==> config.mk <==
export PLATFORM = sky130hd
export DESIGN_NAME = uart_receiver
export DESIGN_NICKNAME = d
export VERILOG_FILES = /design/src/rtl/uart_receiver_pkg.sv /design/src/rtl/uart_sync_flops.sv /design/src/rtl/uart_receiver.sv
export SDC_FILE = /design/constraint.sdc
export NUM_CORES = 1
export LEC_CHECK = 0
export ABC_AREA = 0
export CAP_MARGIN = 20
export CORE_UTILIZATION = 42
export CTS_BUF_LIST = sky130_fd_sc_hd__clkbuf_4 sky130_fd_sc_hd__clkbuf_8
export CTS_CLUSTER_DIAMETER = 30
export CTS_CLUSTER_SIZE = 16
export DETAILED_ROUTE_END_ITERATION = 10
export PLACE_DENSITY = 0.68
export SLEW_MARGIN = 20
export SYNTH_ARGS = -nofsm -noshare
export SYNTH_HDL_FRONTEND = slang
export SYNTH_SLANG_ARGS = --single-unit
==> constraint.sdc <==
create_clock -name clk -period 10.46 [get_ports clk]
set_input_delay 2.092 -clock clk [delete_from_list [all_inputs] [get_ports clk]]
set_output_delay 2.092 -clock clk [all_outputs]
set_load 0.01 [all_outputs]
==> src/rtl/uart_receiver_pkg.sv <==
// Shared definitions for the UART receive path: FIFO entry widths, LCR bit positions,
// receiver state encodings and the character-timeout reload value.
package uart_receiver_pkg;

    localparam int unsigned UartFifoRecWidth = 11;
    localparam int unsigned UartFifoCounterW = 5;

    localparam int unsigned UartLcBits = 0;
    localparam int unsigned UartLcSb   = 2;
    localparam int unsigned UartLcPe   = 3;
    localparam int unsigned UartLcEp   = 4;
    localparam int unsigned UartLcSp   = 5;

    typedef enum logic [2:0] {
        SrIdle   = 3'd0,
        SrStart  = 3'd1,
        SrData   = 3'd2,
        SrParity = 3'd3,
        SrStop   = 3'd4,
        SrPush   = 3'd5
    } rstate_e;

    // 64 ticks per bit; the base of 7 counts start + 5 data + 1 stop bit.
    function automatic logic [9:0] toc_value(input logic [3:0] lcr_lo);
        logic [9:0] frame_bits;
        frame_bits = 10'd7 + 10'(lcr_lo[UartLcBits +: 2]) + 10'(lcr_lo[UartLcPe])
                   + 10'(lcr_lo[UartLcSb]);
        return (frame_bits << 6) - 10'd1;
    endfunction

endpackage

==> src/rtl/uart_sync_flops.sv <==
// Multi-stage synchroniser for an asynchronous, idle-high input; flushes back to 1.
module uart_sync_flops #(
    parameter int unsigned Stages = 2
) (
    input  logic clk_i,
    input  logic rst_ni,
    input  logic clear_i,
    input  logic d_i,
    output logic q_o
);

    logic [Stages-1:0] sync_q;

    always_ff @(posedge clk_i or negedge rst_ni) begin
        if (!rst_ni) begin
            sync_q <= '1;
        end else if (clear_i) begin
            sync_q <= '1;
        end else begin
            sync_q <= {sync_q[Stages-2:0], d_i};
        end
    end

    assign q_o = sync_q[Stages-1];

endmodule

==> src/rtl/uart_receiver.sv <==
// UART receive half: oversampled deserialiser with parity/framing/break detection,
// RX FIFO push generation and the character-timeout down-counter.
module uart_receiver
    import uart_receiver_pkg::*;
#(
    parameter int unsigned SYNC_STAGES = 2
) (
    input  logic                        clk,
    input  logic                        wb_rst_ni,
    input  logic [7:0]                  lcr,
    input  logic                        enable,
    input  logic                        rx_reset,
    input  logic                        srx_pad_i,
    input  logic                        rf_full,
    input  logic [UartFifoCounterW-1:0] rf_count,
    output logic                        rf_push,
    output logic [UartFifoRecWidth-1:0] rf_data_in,
    output logic                        rf_overrun,
    output logic [2:0]                  rstate,
    output logic [9:0]                  counter_t,
    output logic                        rf_timeout
);

    rstate_e                     state_q, state_d;
    logic [3:0]                  rcnt_q, rcnt_d;
    logic [7:0]                  shift_q, shift_d;
    logic [2:0]                  bidx_q, bidx_d;
    logic                        par_q, par_d;
    logic                        pe_q, pe_d;
    logic                        armed_q, armed_d;
    logic [UartFifoRecWidth-1:0] entry_q, entry_d;
    logic [9:0]                  elapsed_q, elapsed_d;

    logic       srx;
    logic [2:0] last_bit;
    logic       data_x, par_exp, stop_fe, stop_bi;
    logic [9:0] toc;
    logic       unused_lcr;

    uart_sync_flops #(
        .Stages (SYNC_STAGES)
    ) u_sync (
        .clk_i   (clk),
        .rst_ni  (wb_rst_ni),
        .clear_i (rx_reset),
        .d_i     (srx_pad_i),
        .q_o     (srx)
    );

    assign last_bit   = {1'b1, lcr[UartLcBits +: 2]};
    assign data_x     = ^shift_q;
    assign stop_fe    = ~srx;
    assign stop_bi    = stop_fe && (shift_q == 8'h00) && (!par_q || !lcr[UartLcPe]);
    assign unused_lcr = ^lcr[7:6];

    always_comb begin
        par_exp = 1'b0;
        case ({lcr[UartLcEp], lcr[UartLcSp]})
            2'b00:   par_exp = ~data_x;
            2'b01:   par_exp = 1'b1;
            2'b10:   par_exp = data_x;
            default: par_exp = 1'b0;
        endcase
    end

    always_comb begin
        state_d = state_q;
        rcnt_d  = rcnt_q;
        shift_d = shift_q;
        bidx_d  = bidx_q;
        par_d   = par_q;
        pe_d    = pe_q;
        armed_d = armed_q;
        entry_d = entry_q;

        case (state_q)
            SrIdle: if (enable) begin
                // A break leaves the line low; only a high level re-arms start detection.
                if (srx) begin
                    armed_d = 1'b1;
                end else if (armed_q) begin
                    state_d = SrStart;
                    rcnt_d  = 4'd7;
                end
            end
            SrStart: if (enable) begin
                if (rcnt_q != 4'd0) begin
                    rcnt_d = rcnt_q - 4'd1;
                end else if (srx) begin
                    state_d = SrIdle;
                end else begin
                    shift_d = 8'h00;
                    bidx_d  = 3'd0;
                    par_d   = 1'b0;
                    pe_d    = 1'b0;
                    rcnt_d  = 4'd15;
                    state_d = SrData;
                end
            end
            SrData: if (enable) begin
                if (rcnt_q != 4'd0) begin
                    rcnt_d = rcnt_q - 4'd1;
                end else begin
                    shift_d[bidx_q] = srx;
                    rcnt_d          = 4'd15;
                    if (bidx_q == last_bit) begin
                        state_d = lcr[UartLcPe] ? SrParity : SrStop;
                    end else begin
                        bidx_d = bidx_q + 3'd1;
                    end
                end
            end
            SrParity: if (enable) begin
                if (rcnt_q != 4'd0) begin
                    rcnt_d = rcnt_q - 4'd1;
                end else begin
                    par_d   = srx;
                    pe_d    = srx ^ par_exp;
                    rcnt_d  = 4'd15;
                    state_d = SrStop;
                end
            end
            SrStop: if (enable) begin
                if (rcnt_q != 4'd0) begin
                    rcnt_d = rcnt_q - 4'd1;
                end else begin
                    entry_d = {shift_q, pe_q, stop_fe, stop_bi};
                    armed_d = 1'b0;
                    state_d = SrPush;
                end
            end
            SrPush:  state_d = SrIdle;
            default: state_d = SrIdle;
        endcase

        if (rx_reset) begin
            state_d = SrIdle;
            rcnt_d  = 4'd0;
            armed_d = 1'b1;
            entry_d = '0;
        end
    end

    // Timeout tracked as ticks elapsed so the reset value needs no lcr-dependent load.
    assign toc = toc_value(lcr[3:0]);

    always_comb begin
        elapsed_d = elapsed_q;
        if (rx_reset || rf_push || (rf_count == '0)) begin
            elapsed_d = 10'd0;
        end else if (enable && (elapsed_q < toc)) begin
            elapsed_d = elapsed_q + 10'd1;
        end
    end

    always_ff @(posedge clk or negedge wb_rst_ni) begin
        if (!wb_rst_ni) begin
            state_q   <= SrIdle;
            rcnt_q    <= 4'd0;
            shift_q   <= 8'h00;
            bidx_q    <= 3'd0;
            par_q     <= 1'b0;
            pe_q      <= 1'b0;
            armed_q   <= 1'b1;
            entry_q   <= '0;
            elapsed_q <= 10'd0;
        end else begin
            state_q   <= state_d;
            rcnt_q    <= rcnt_d;
            shift_q   <= shift_d;
            bidx_q    <= bidx_d;
            par_q     <= par_d;
            pe_q      <= pe_d;
            armed_q   <= armed_d;
            entry_q   <= entry_d;
            elapsed_q <= elapsed_d;
        end
    end

    assign rf_push    = (state_q == SrPush) && !rf_full;
    assign rf_overrun = (state_q == SrPush) && rf_full;
    assign rf_data_in = entry_q;
    assign rstate     = state_q;
    assign counter_t  = (elapsed_q >= toc) ? 10'd0 : toc - elapsed_q;
    assign rf_timeout = (counter_t == 10'd0) && (rf_count != '0);

endmodule

# --- Word level (Yosys, flattened, before mapping) ---
# Cells that the tools add are included.
word_totals:
  inputBits: 19
  output_inout_bits: 27
  register_bits: 44
  word_cells: 162
classes:
  n_addsub: 8
  order_cmp: 4
  n_eq_ne: 33
  n_bitwise: 3
  reduce_logical: 36
  n_mux: 68
op_table:
  columns: ["cell", "n"]
  rows:
  - ["two-way mux 3 bit", 20]
  - ["two-way mux 11 bit", 4]
  - ["two-way mux 4 bit", 11]
  - ["two-way mux 8 bit", 5]
  - ["inequality test 3 bit (second input constant)", 13]
  - ["two-way mux 10 bit", 3]
  - ["inequality test 2 bit (second input constant)", 9]
  - ["one-hot mux 4 bit (4 select lines)", 1]
  - ["one-hot mux 8 bit (2 select lines)", 1]
  - ["one-hot mux 3 bit (5 select lines)", 1]
  - ["two-way mux 1 bit", 13]
  - ["AND reduction 12 bit", 1]
  - ["AND reduction 6 bit", 2]
  - ["adder 10 x 1 -> 10 bit (second input constant)", 1]
  - [">= comparator 10 bit", 1]
  - ["logical NOT 10 bit", 1]
  - ["less-than comparator 10 bit", 1]
  - ["nonzero test 2 bit", 5]
  - ["nonzero test 5 bit", 2]
  - ["subtractor 10 x 1 -> 10 bit (second input constant)", 1]
  - ["subtractor 10 bit", 1]
  - ["AND reduction 9 bit", 1]
  - ["adder 4 x 1 -> 4 bit", 2]
  - ["bitwise mux 8 bit", 1]
  - ["other kinds (35)", 51]

# --- Logic depth before layout (Yosys ltp) ---
# Gate-level depths: netlist of run 1.
depth:
  depth_word: 8
  depth_mapped: 15
  depth_no_buf: 14

# --- Cells and area by module ---
# A second synthesis of run 1 with hierarchy kept.
hier_totals:
  hier_cells: 343
  hier_area_um2: 2917.8
by_module_without_submodules:
  columns: ["module", "cells_each", "area_per_inst_um2", "seq_area_each_um2", "instances"]
  rows:
  - ["uart_receiver", 339, 2852.7, 1052.3, 1]
  - ["uart_sync_flops", 4, 65.1, 52.6, 1]

# --- Worst setup path before layout of run 1 ---
# Ideal clock, no wire load.
synth_timing:
  path_type: "input to output"
  startpoint: "input port lcr[0]"
  endpoint: "output port rf_timeout"
  stages: 15
  n_path_buf: 1
  path_slack_ps: 3437
  required_ps: 8368
  t_arrival_ps: 4931
  cell_sequence: "inv_1 > ha_1 > inv_1 > ha_1 > fa_1 > inv_1 > ha_1 > xor2_1 > ha_1 > o21a_1 > nor2_1 > or3_1 > buf_2 > inv_2 > o2bb2ai_1"
synth_between:
  elab_chain_len: 8
  elab_cells_between_ends: 9
  classes_between: "add/sub: 5; order compare: 1; mux: 1; reduce/logical: 2"
synth_rtl:
  columns: ["element", "line", "source"]
  rows:
  - ["from (decl)", "uart_receiver.sv:10", "input logic [7:0] lcr,"]
  - ["adder 3 x 2 -> 4 bit (*)", "uart_receiver_pkg.sv:26", "frame_bits = 10'd7 + 10'(lcr_lo[UartLcBits +: 2]) + 10'(lcr_lo[UartLcPe])"]
  - ["adder 4 x 1 -> 4 bit (*)", "uart_receiver_pkg.sv:26", null]
  - ["adder 4 x 1 -> 4 bit (*)", "uart_receiver_pkg.sv:27", "+ 10'(lcr_lo[UartLcSb]);"]
  - ["subtractor 10 x 1 -> 10 bit (*)", "uart_receiver_pkg.sv:28", "return (frame_bits << 6) - 10'd1;"]
  - ["subtractor 10 bit or >= comparator 10 bit (tied branches)", "uart_receiver.sv:184", "assign counter_t = (elapsed_q >= toc) ? 10'd0 : toc - elapsed_q;"]
  - ["two-way mux 10 bit (*)", "uart_receiver.sv:184", null]
  - ["logical NOT 10 bit (*)", "uart_receiver.sv:185", "assign rf_timeout = (counter_t == 10'd0) && (rf_count != '0);"]
  - ["logical AND 1 bit (*)", "uart_receiver.sv:185", null]
  - ["to (decl)", "uart_receiver.sv:21", "output logic rf_timeout"]
# Every way passes the cells marked *; elsewhere a longest branch is shown, timed or not.

# --- Final worst setup path of run 1 ---
layout_timing:
  startpoint: "input port lcr[3]"
  endpoint: "output port rf_timeout"
layout_between:
  elab_chain_len: 7
  elab_cells_between_ends: 8
  classes_between: "add/sub: 4; order compare: 1; mux: 1; reduce/logical: 2"
layout_rtl:
  columns: ["element", "line"]
  rows:
  - ["adder 4 x 1 -> 4 bit (*)", "uart_receiver_pkg.sv:26"]
  - ["adder 4 x 1 -> 4 bit (*)", "uart_receiver_pkg.sv:27"]
  - ["subtractor 10 x 1 -> 10 bit (*)", "uart_receiver_pkg.sv:28"]
  - ["subtractor 10 bit or >= comparator 10 bit (tied branches)", "uart_receiver.sv:184"]
  - ["two-way mux 10 bit (*)", "uart_receiver.sv:184"]
  - ["logical NOT 10 bit (*)", "uart_receiver.sv:185"]
  - ["logical AND 1 bit (*)", "uart_receiver.sv:185"]
# Marked as above.

==> results of run 1 <==
[final timing paths]
| path | from | endpoint | cells after the start |
|---|---|---|---|
| worst max-delay path | lcr[3] | rf_timeout | 16 |
| worst min-delay path | par_q$_DFFE_PN0P_ | par_q$_DFFE_PN0P_ | 1 |
| worst max register to register | rcnt_q[0]$_DFFE_PN0P_ | rf_data_in[1]$_DFFE_PN0P_ | 6 |
| worst min register to register | par_q$_DFFE_PN0P_ | par_q$_DFFE_PN0P_ | 1 |
| max in group asynchronous | wb_rst_ni | rcnt_q[2]$_DFFE_PN0P_ | 1 |
| min in group asynchronous | wb_rst_ni | rcnt_q[3]$_DFFE_PN0P_ | 1 |
[area by class of cell]
| type | count | area (um^2) | area share |
|---|---|---|---|
| clock buffers | 7 | 90.1 | 0.0262 |
| clock inverters | 1 | 7.51 | 0.00218 |
| inverters | 33 | 124 | 0.0361 |
| multi-input cells | 223 | 1570 | 0.457 |
| flip-flops and latches | 44 | 1100 | 0.322 |
| well taps | 77 | 96.3 | 0.0280 |
| repair buffers | 45 | 443 | 0.129 |
[placed cells by master (no fill, tap or decap), types with 7 or more instances in the layout]
cell type        netlist  final
a22o_1                10     10
xnor2_1               14     14
inv_1                 31     31
a31oi_1                9      9
a21oi_1               13     13
dfrtp_1               41     41
o21ai_0                9      9
nand2_1               18     18
ha_1                  16     16
o21ai_1               12     12
nor2_1                33     33
clkdlybuf4s50_1        0     42
nor3_1                 7      7
[flip-flops by register name, summed over array words and instances, names as in the netlist, 2 cells and up]
name / cells
rstate: 3
u_sync.sync_q: 2
rf_data_in: 11
bidx_q: 3
shift_q: 8
rcnt_q: 4
elapsed_q: 10
[power by group]
part	internal, mW	switching (mW)
combinational	0.0983	0.105
sequential	0.184	0.0224
clock	0.0563	0.0582
total	0.339	0.186
[per-layer routing]
metal  global-route usage  vias up  wire, um
met4               0.0601        0        70
li1                     -     1183         -
met5                    0        -         0
met2                0.293       52      2870
met3               0.0305        5       219
met1                0.267     1147      3060
[critical path: cells and delay by family]
family / cells / cell delay, ps
AO/OA/AOI/OAI: 2 / 310
XOR/XNOR: 1 / 170
AND/OR/NAND/NOR: 2 / 840
adder cells (fa/ha/maj): 5 / 1550
buffers and inverters: 6 / 1380
[per-stage QoR]
| stage | power (mW) | worst slack (ps) | area (um^2) | hold WS [ps] | std cells |
|---|---|---|---|---|---|
| 3_3_place_gp | 0.408 | 2070 | 3340 | 476 | 422 |
| 3_5_place_dp | 0.413 | 2050 | 3340 | 481 | 422 |
| 2_1_floorplan | 0.347 | 3440 | 2870 | 460 | 315 |
| 4_1_cts | 0.529 | 2040 | 3430 | 502 | 430 |
| 5_1_grt | 0.562 | 1740 | 3440 | 521 | 430 |
| 6_report | 0.525 | 2030 | 3440 | 496 | 430 |
[cell families after synthesis]
group           after synthesis  synth area share
compound gates               74             0.177
simple gates                108             0.217
flops                        44             0.385
mux                           4            0.0152
xor+xnor                     20            0.0610
fa+ha+maj                    17            0.0767
buf+inv                      48            0.0684
==> impl_metrics.yaml, run 1 <==
outcome:
  status: "finished with violations"
  violations: "design-rule violations"
synthesis:
  synth_top_area_frac: 0.357
  avgSynthCellArea_um2: 9.12
  ys_seq_area_frac: 0.385
  synth_most_common_cell: "dfrtp_1"
  post_synth_num_cell_types: 60
  syn_inst: 315
  synth.cell_area_um2: 2870
  synth_flop_cell: "dfrtp_1"
  synth.largest_area_cell: "dfrtp_1"
  syn_nets: 351
  ys_ff_latch: 44
  synthTopCellsByArea: "dfrtp_1, ha_1, nor2_1"
  synthArstFlopShare: 1.00
  synth-edff-count: 0
  ys_warn_count: 0
  synthTopCellsByCount: "dfrtp_1, nor2_1, inv_1"
global_routing:
  grt-ovfl-total: 0
  grt_first_pass_wirelength_um: 10700
  grt_pass1_vias: 2192
  grt_max_degree: 45
  antenna_found_initial: 0
  grtUsageTotal: 0.188
clocking:
  htreeDepth: 2
  hold_buffers: 0
  tritoncts: "yes"
  cts_buffer_depth: 2
  cts_inserted_buffers: 5
  clk_pin_slew_ps: 80
  clock_latency_ps: 300
  cts_setup_buffers: 0
  cts-root-buf: "clkbuf_8"
  ctsResizeCount: 0
  clock-sinks: 44
floorplanning:
  core_um2: 6460
  die_w_um: 84.7
  start_util: 0.445
  die_area_um2: 7170
  rows: 29
  pin_count: 46
  die_h_um: 84.7
drt:
  routed_wl_um: 6220
  drt_iter0_markers: 116
  drt_pass1_iterations: 8
  ant_nets: 0
  vias: 2387
  wire_per_inst_um: 14.5
  vias_per_cell: 5.55
  drc: 4
cells_and_area:
  fillerInstances: 578
  nNetsFinal: 388
  postLayoutCoreUtil: 0.532
  antenna_cells: 0
  area_growth_pct: 19.7
  drive_gt1_frac: 0.113
sta:
  fmax_mhz: 119
  finalMaxSlewViolations: 0
  min_period_ps: 8430
  fin_crit_sh: 0.806
  grt_setup_unrepaired: "false"
  skew_ps: 9.87
  worst_pin_slew_ps: 1080
  hold_viol_final: 0
  totalNegativeSetupSlack_ps: 0
  setup_viol: 0
  maxSlewHeadroom: 0.274
placed_design:
  numPortBuffers: 43
  place.gp.congestion: 0.799
  dpl.hpwl_um: 4550
min_path:
  hold_class: "flop to flop"
worst_setup_path:
  cpMostUsedCell: "ha_1"
  crit_required_ps: 8370
  worstSetupPathType: "input pin to primary output"
  cp-end-kind: "primary output"
  crit_chain: "clkdlybuf4s50_1, inv_1, ha_1, inv_1, ha_1, fa_1, inv_1, ha_1, xor2_1, ha_1, o21a_1, nor2_1, or3_1, inv_2, o2bb2ai_1, clkdlybuf4s50_1"
  worst-path-max-fanout: 9
  critPathArrivalTime_ps: 6340
  r2r_slack_ps: 8260
  critPathLaunchType: "input pin"
  slowest_stage: "clkdlybuf4s50_1"
  slowest_delay_ps: 620
pwr:
  vdd_drop_max_mv: 0.0806
  p_leak_nw: 1.45
  powerDensity_nw_per_um2: 153
flow_run:
  max_cap_violations: 0
Note: power is estimated with default switching activity, not from simulation.
==> inputs of run 2 (changes only) <==
PLACE_DENSITY = 0.71   (was 0.68)
clock period = 7.2 ns   (was 10.46 ns; I/O delays follow)
==> impl_metrics.yaml, run 2 (synthesis gave the netlist of run 1 again) <==
pwr:
  vdd_drop_max_mv: 0.184
  total_power_mw: 0.752
  powerDensity_nw_per_um2: 217
  p_leak_nw: 1.47
global_routing:
  antenna_found_initial: 0
  grtUsageTotal: 0.185
  grt_pass1_vias: 2244
  grt_first_pass_wirelength_um: 10700
  grt_max_degree: 45
  grt-ovfl-total: 0
drt:
  drt-met1-wl_um: 2990
  drc: 3
  wire_per_inst_um: 14.3
  met3WireLength_um: 202
  routed_wl_um: 6200
  vias_per_cell: 5.45
  routed-wl-met2_um: 2920
  drt_iter0_markers: 114
  vias: 2361
  drt_pass1_iterations: 9
  routed.top_layer: "met4"
  ant_nets: 0
sta:
  setup_viol: 0
  hold_viol_final: 0
  maxSlewHeadroom: 0.586
  hold_slack_ps: 500
  fin_crit_sh: 0.940
  worst_pin_slew_ps: 619
  finalMaxSlewViolations: 0
  totalNegativeSetupSlack_ps: 0
  grt_setup_unrepaired: "false"
  skew_ps: 6.11
  fmax_mhz: 148
  min_period_ps: 6770
cells_and_area:
  mostFrequentLayoutCells: "clkdlybuf4s50_1, dfrtp_1, nor2_1"
  largest_reg_flops: 11
  final_cell_area_um2: 3470
  area_growth_pct: 21.0
  postLayoutCoreUtil: 0.538
  antenna_cells: 0
  nNetsFinal: 392
  final_common_cell: "clkdlybuf4s50_1"
  drive_gt1_frac: 0.124
placed_design:
  dpl.hpwl_um: 4590
  place.gp.congestion: 0.823
  place_area_um2: 3360
  numPortBuffers: 43
floorplanning:
  die_h_um: 84.7
  rows: 29
  core_um2: 6460
  start_util: 0.445
  pin_count: 46
  die_w_um: 84.7
  die_area_um2: 7170
clocking:
  clock-sinks: 44
  htreeDepth: 2
  cts-root-buf: "clkbuf_8"
  hold_buffers: 0
  tritoncts: "yes"
  cts_inserted_buffers: 5
  ctsResizeCount: 0
  clk_pin_slew_ps: 80
  cts_buffer_depth: 2
  cts_setup_buffers: 0
  clock_latency_ps: 290
worst_setup_path:
  critPathLaunchType: "input pin"
  crit_required_ps: 5760
  slowest_stage: "clkdlybuf4s50_1"
  worst_r2r_path_depth: 8
  critPathArrivalTime_ps: 5330
  crit_chain: "clkdlybuf4s50_1, inv_1, ha_1, inv_1, ha_1, fa_1, inv_1, ha_1, inv_1, ha_1, o21a_1, nor4_4, or3_1, nor3_1, clkdlybuf4s50_1"
  path_depth: 15
  cp_top_family: "adder cells"
  slowest_delay_ps: 560
  crit_buf_inv: 6
  worstSetupPathType: "input pin to primary output"
  worst-path-max-fanout: 8
  cp-end-kind: "primary output"
outcome:
  status: "finished with violations"
  violations: "design-rule violations"
flow_run:
  max_cap_violations: 0
min_path:
  holdPathStages: 1
  hold_class: "flop to flop"
==> run 2: cell count changes in the layout (fill, tap and decap cells not counted), sizes merged <==
cell    previous run  this run
buf                3         7
clkbuf             7         5
clkinv             0         1
==> run 2: path summary, 6_finish.rpt <==
path                            slack, ps                          to                       from
worst max register to register       5050    elapsed_q[1]$_DFFE_PN0P_   elapsed_q[6]$_DFFE_PN0P_
worst min-delay path                  500   rf_data_in[0]$_DFFE_PN0P_  rf_data_in[0]$_DFFE_PN0P_
worst min register to register        500   rf_data_in[0]$_DFFE_PN0P_  rf_data_in[0]$_DFFE_PN0P_
max in group asynchronous            5490  u_sync.sync_q[1]$_DFF_PN1_                  wb_rst_ni
min in group asynchronous            1130    elapsed_q[7]$_DFFE_PN0P_                  wb_rst_ni
worst max-delay path                  430                counter_t[7]                     lcr[0]
==> run 2: where the power goes <==
group	internal (mW)	switching (mW)
Combinational	0.147	0.159
Sequential	0.268	0.0310
Clock	0.0657	0.0810
Total	0.481	0.271
==> run 2: cell type report <==
class | instances | area [um^2]
Sequential cell | 44 | 1100
Tap cell | 77 | 96.3
Multi-Input combinational cell | 223 | 1580
Clock inverter | 2 | 12.5
Inverter | 33 | 124
Timing Repair Buffer | 49 | 490
Fill cell | 588 | 2990
Clock buffer | 5 | 68.8
==> run 2: layer usage <==
metal | track usage | up-vias
li1 | - | 1186
met2 | 0.293 | 40
met3 | 0.0295 | 10
met5 | 0 | -
met1 | 0.261 | 1125
met4 | 0.0586 | 0
==> run 2: metrics by stage <==
stage | cells | setup WS (ps)
after floorplan | 315 | 1480
after global placement | 425 | 482
after detailed placement | 425 | 472
final | 433 | 434
after CTS | 432 | 452
after global routing | 433 | 261
==> inputs of run 3 (changes only) <==
--- a/constraint.sdc
+++ b/constraint.sdc
@@ -3,2 +3,2 @@
 set_output_delay 1.44 -clock clk [all_outputs]
-set_load 0.01 [all_outputs]
+set_load 0.05 [all_outputs]
==> impl_metrics.yaml, run 3 (synthesis gave the netlist of run 1 again) <==
outcome:
  status: "finished, final reports clean"
placed_design:
  numPortBuffers: 43
  place.gp.congestion: 0.828
  place_area_um2: 3360
  dpl.hpwl_um: 4660
sta:
  min_period_ps: 6730
  finalMaxSlewViolations: 0
  totalNegativeSetupSlack_ps: 0
  fmax_mhz: 148
  fin_crit_sh: 0.935
  grt_setup_unrepaired: "false"
  worst_pin_slew_ps: 986
  setup_viol: 0
  maxSlewHeadroom: 0.340
  hold_viol_final: 0
  skew_ps: 9.21
drt:
  drt_pass1_iterations: 6
  vias_per_cell: 5.54
  drt_iter0_markers: 118
  vias: 2404
  drc: 0
  routed_wl_um: 6260
  ant_nets: 0
  wire_per_inst_um: 14.4
clocking:
  clock_latency_ps: 300
  cts_setup_buffers: 0
  cts_buffer_depth: 2
  hold_buffers: 0
  clock-sinks: 44
  ctsResizeCount: 0
  cts_inserted_buffers: 5
  htreeDepth: 2
  tritoncts: "yes"
  cts-root-buf: "clkbuf_8"
  clk_pin_slew_ps: 90
cells_and_area:
  final_common_cell: "dfrtp_1"
  antenna_cells: 0
  nNetsFinal: 392
  mostFrequentLayoutCells: "dfrtp_1, clkdlybuf4s50_1, nor2_1"
  fillerInstances: 589
  largest_reg_flops: 11
  final_cell_area_um2: 3500
  area_growth_pct: 22.0
  drive_gt1_frac: 0.146
  postLayoutCoreUtil: 0.543
worst_setup_path:
  critPathArrivalTime_ps: 5290
  crit_required_ps: 5760
  cp-end-kind: "primary output"
  worstSetupPathType: "input pin to primary output"
  worst-path-max-fanout: 8
  critPathLaunchType: "input pin"
floorplanning:
  die_h_um: 84.7
  die_w_um: 84.7
  pin_count: 46
  die_area_um2: 7170
  core_um2: 6460
  start_util: 0.445
  rows: 29
global_routing:
  antenna_found_initial: 0
  grt_first_pass_wirelength_um: 10600
  grt_pass1_vias: 2209
  grt-ovfl-total: 0
  grt_max_degree: 45
  grtUsageTotal: 0.184
pwr:
  p_leak_nw: 1.50
  powerDensity_nw_per_um2: 252
  vdd_drop_max_mv: 0.181
min_path:
  hold_class: "flop to flop"
flow_run:
  max_cap_violations: 0
run 3: layer usage:
layer,share of wire,global-route usage,vias up
met3,0.031,0.0236,9
met2,0.49,0.303,42
met5,0,0,-
met1,0.46,0.250,1167
met4,0.018,0.0616,0
li1,-,-,1186
run 3: critical path, stage by stage:
cell	delay, ps
clkdlybuf4s50_1	560
inv_1	70
ha_1	270
inv_1	40
ha_1	200
fa_1	500
inv_1	50
ha_1	280
inv_1	40
ha_1	330
o21a_1	230
nor4_4	50
buf_4	170
or3_1	520
nor3_1	370
buf_12	180
run 3: path summary, 6_finish.rpt:
check,to,start,slack (ps),depth (start not counted)
min in group asynchronous,bidx_q[2]$_DFFE_PN0P_,wb_rst_ni,1030,1
setup reg to reg,elapsed_q[1]$_DFFE_PN0P_,elapsed_q[6]$_DFFE_PN0P_,5000,8
max in group asynchronous,elapsed_q[3]$_DFFE_PN0P_,wb_rst_ni,5690,2
hold reg to reg,rf_data_in[3]$_DFFE_PN0P_,shift_q[0]$_DFFE_PN0P_,510,1
hold / removal,rf_data_in[3]$_DFFE_PN0P_,shift_q[0]$_DFFE_PN0P_,510,1
setup / recovery,counter_t[7],lcr[0],470,16
run 3: where the power goes:
group | switching (mW) | internal [mW]
registers | 0.0305 | 0.268
clock network | 0.0842 | 0.113
logic | 0.240 | 0.149
run 3: layout make-up:
cell class                      instances  area [um^2]  area share
Sequential cell                        44         1100       0.315
Clock buffer                            6         82.6      0.0236
Tap cell                               77         96.3      0.0275
Clock inverter                          2         38.8      0.0111
Timing Repair Buffer                   49          488       0.139
Multi-Input combinational cell        223         1570       0.448
Inverter                               33          124      0.0353
run 3: metrics by stage:
stage,instances,power (mW),setup WS [ps],hold WS (ps)
final,434,0.885,465,505
after global placement,425,0.683,543,476
after floorplan,315,0.583,761,460
after CTS,433,0.891,470,507
after global routing,434,0.939,264,523
after detailed placement,425,0.691,472,486
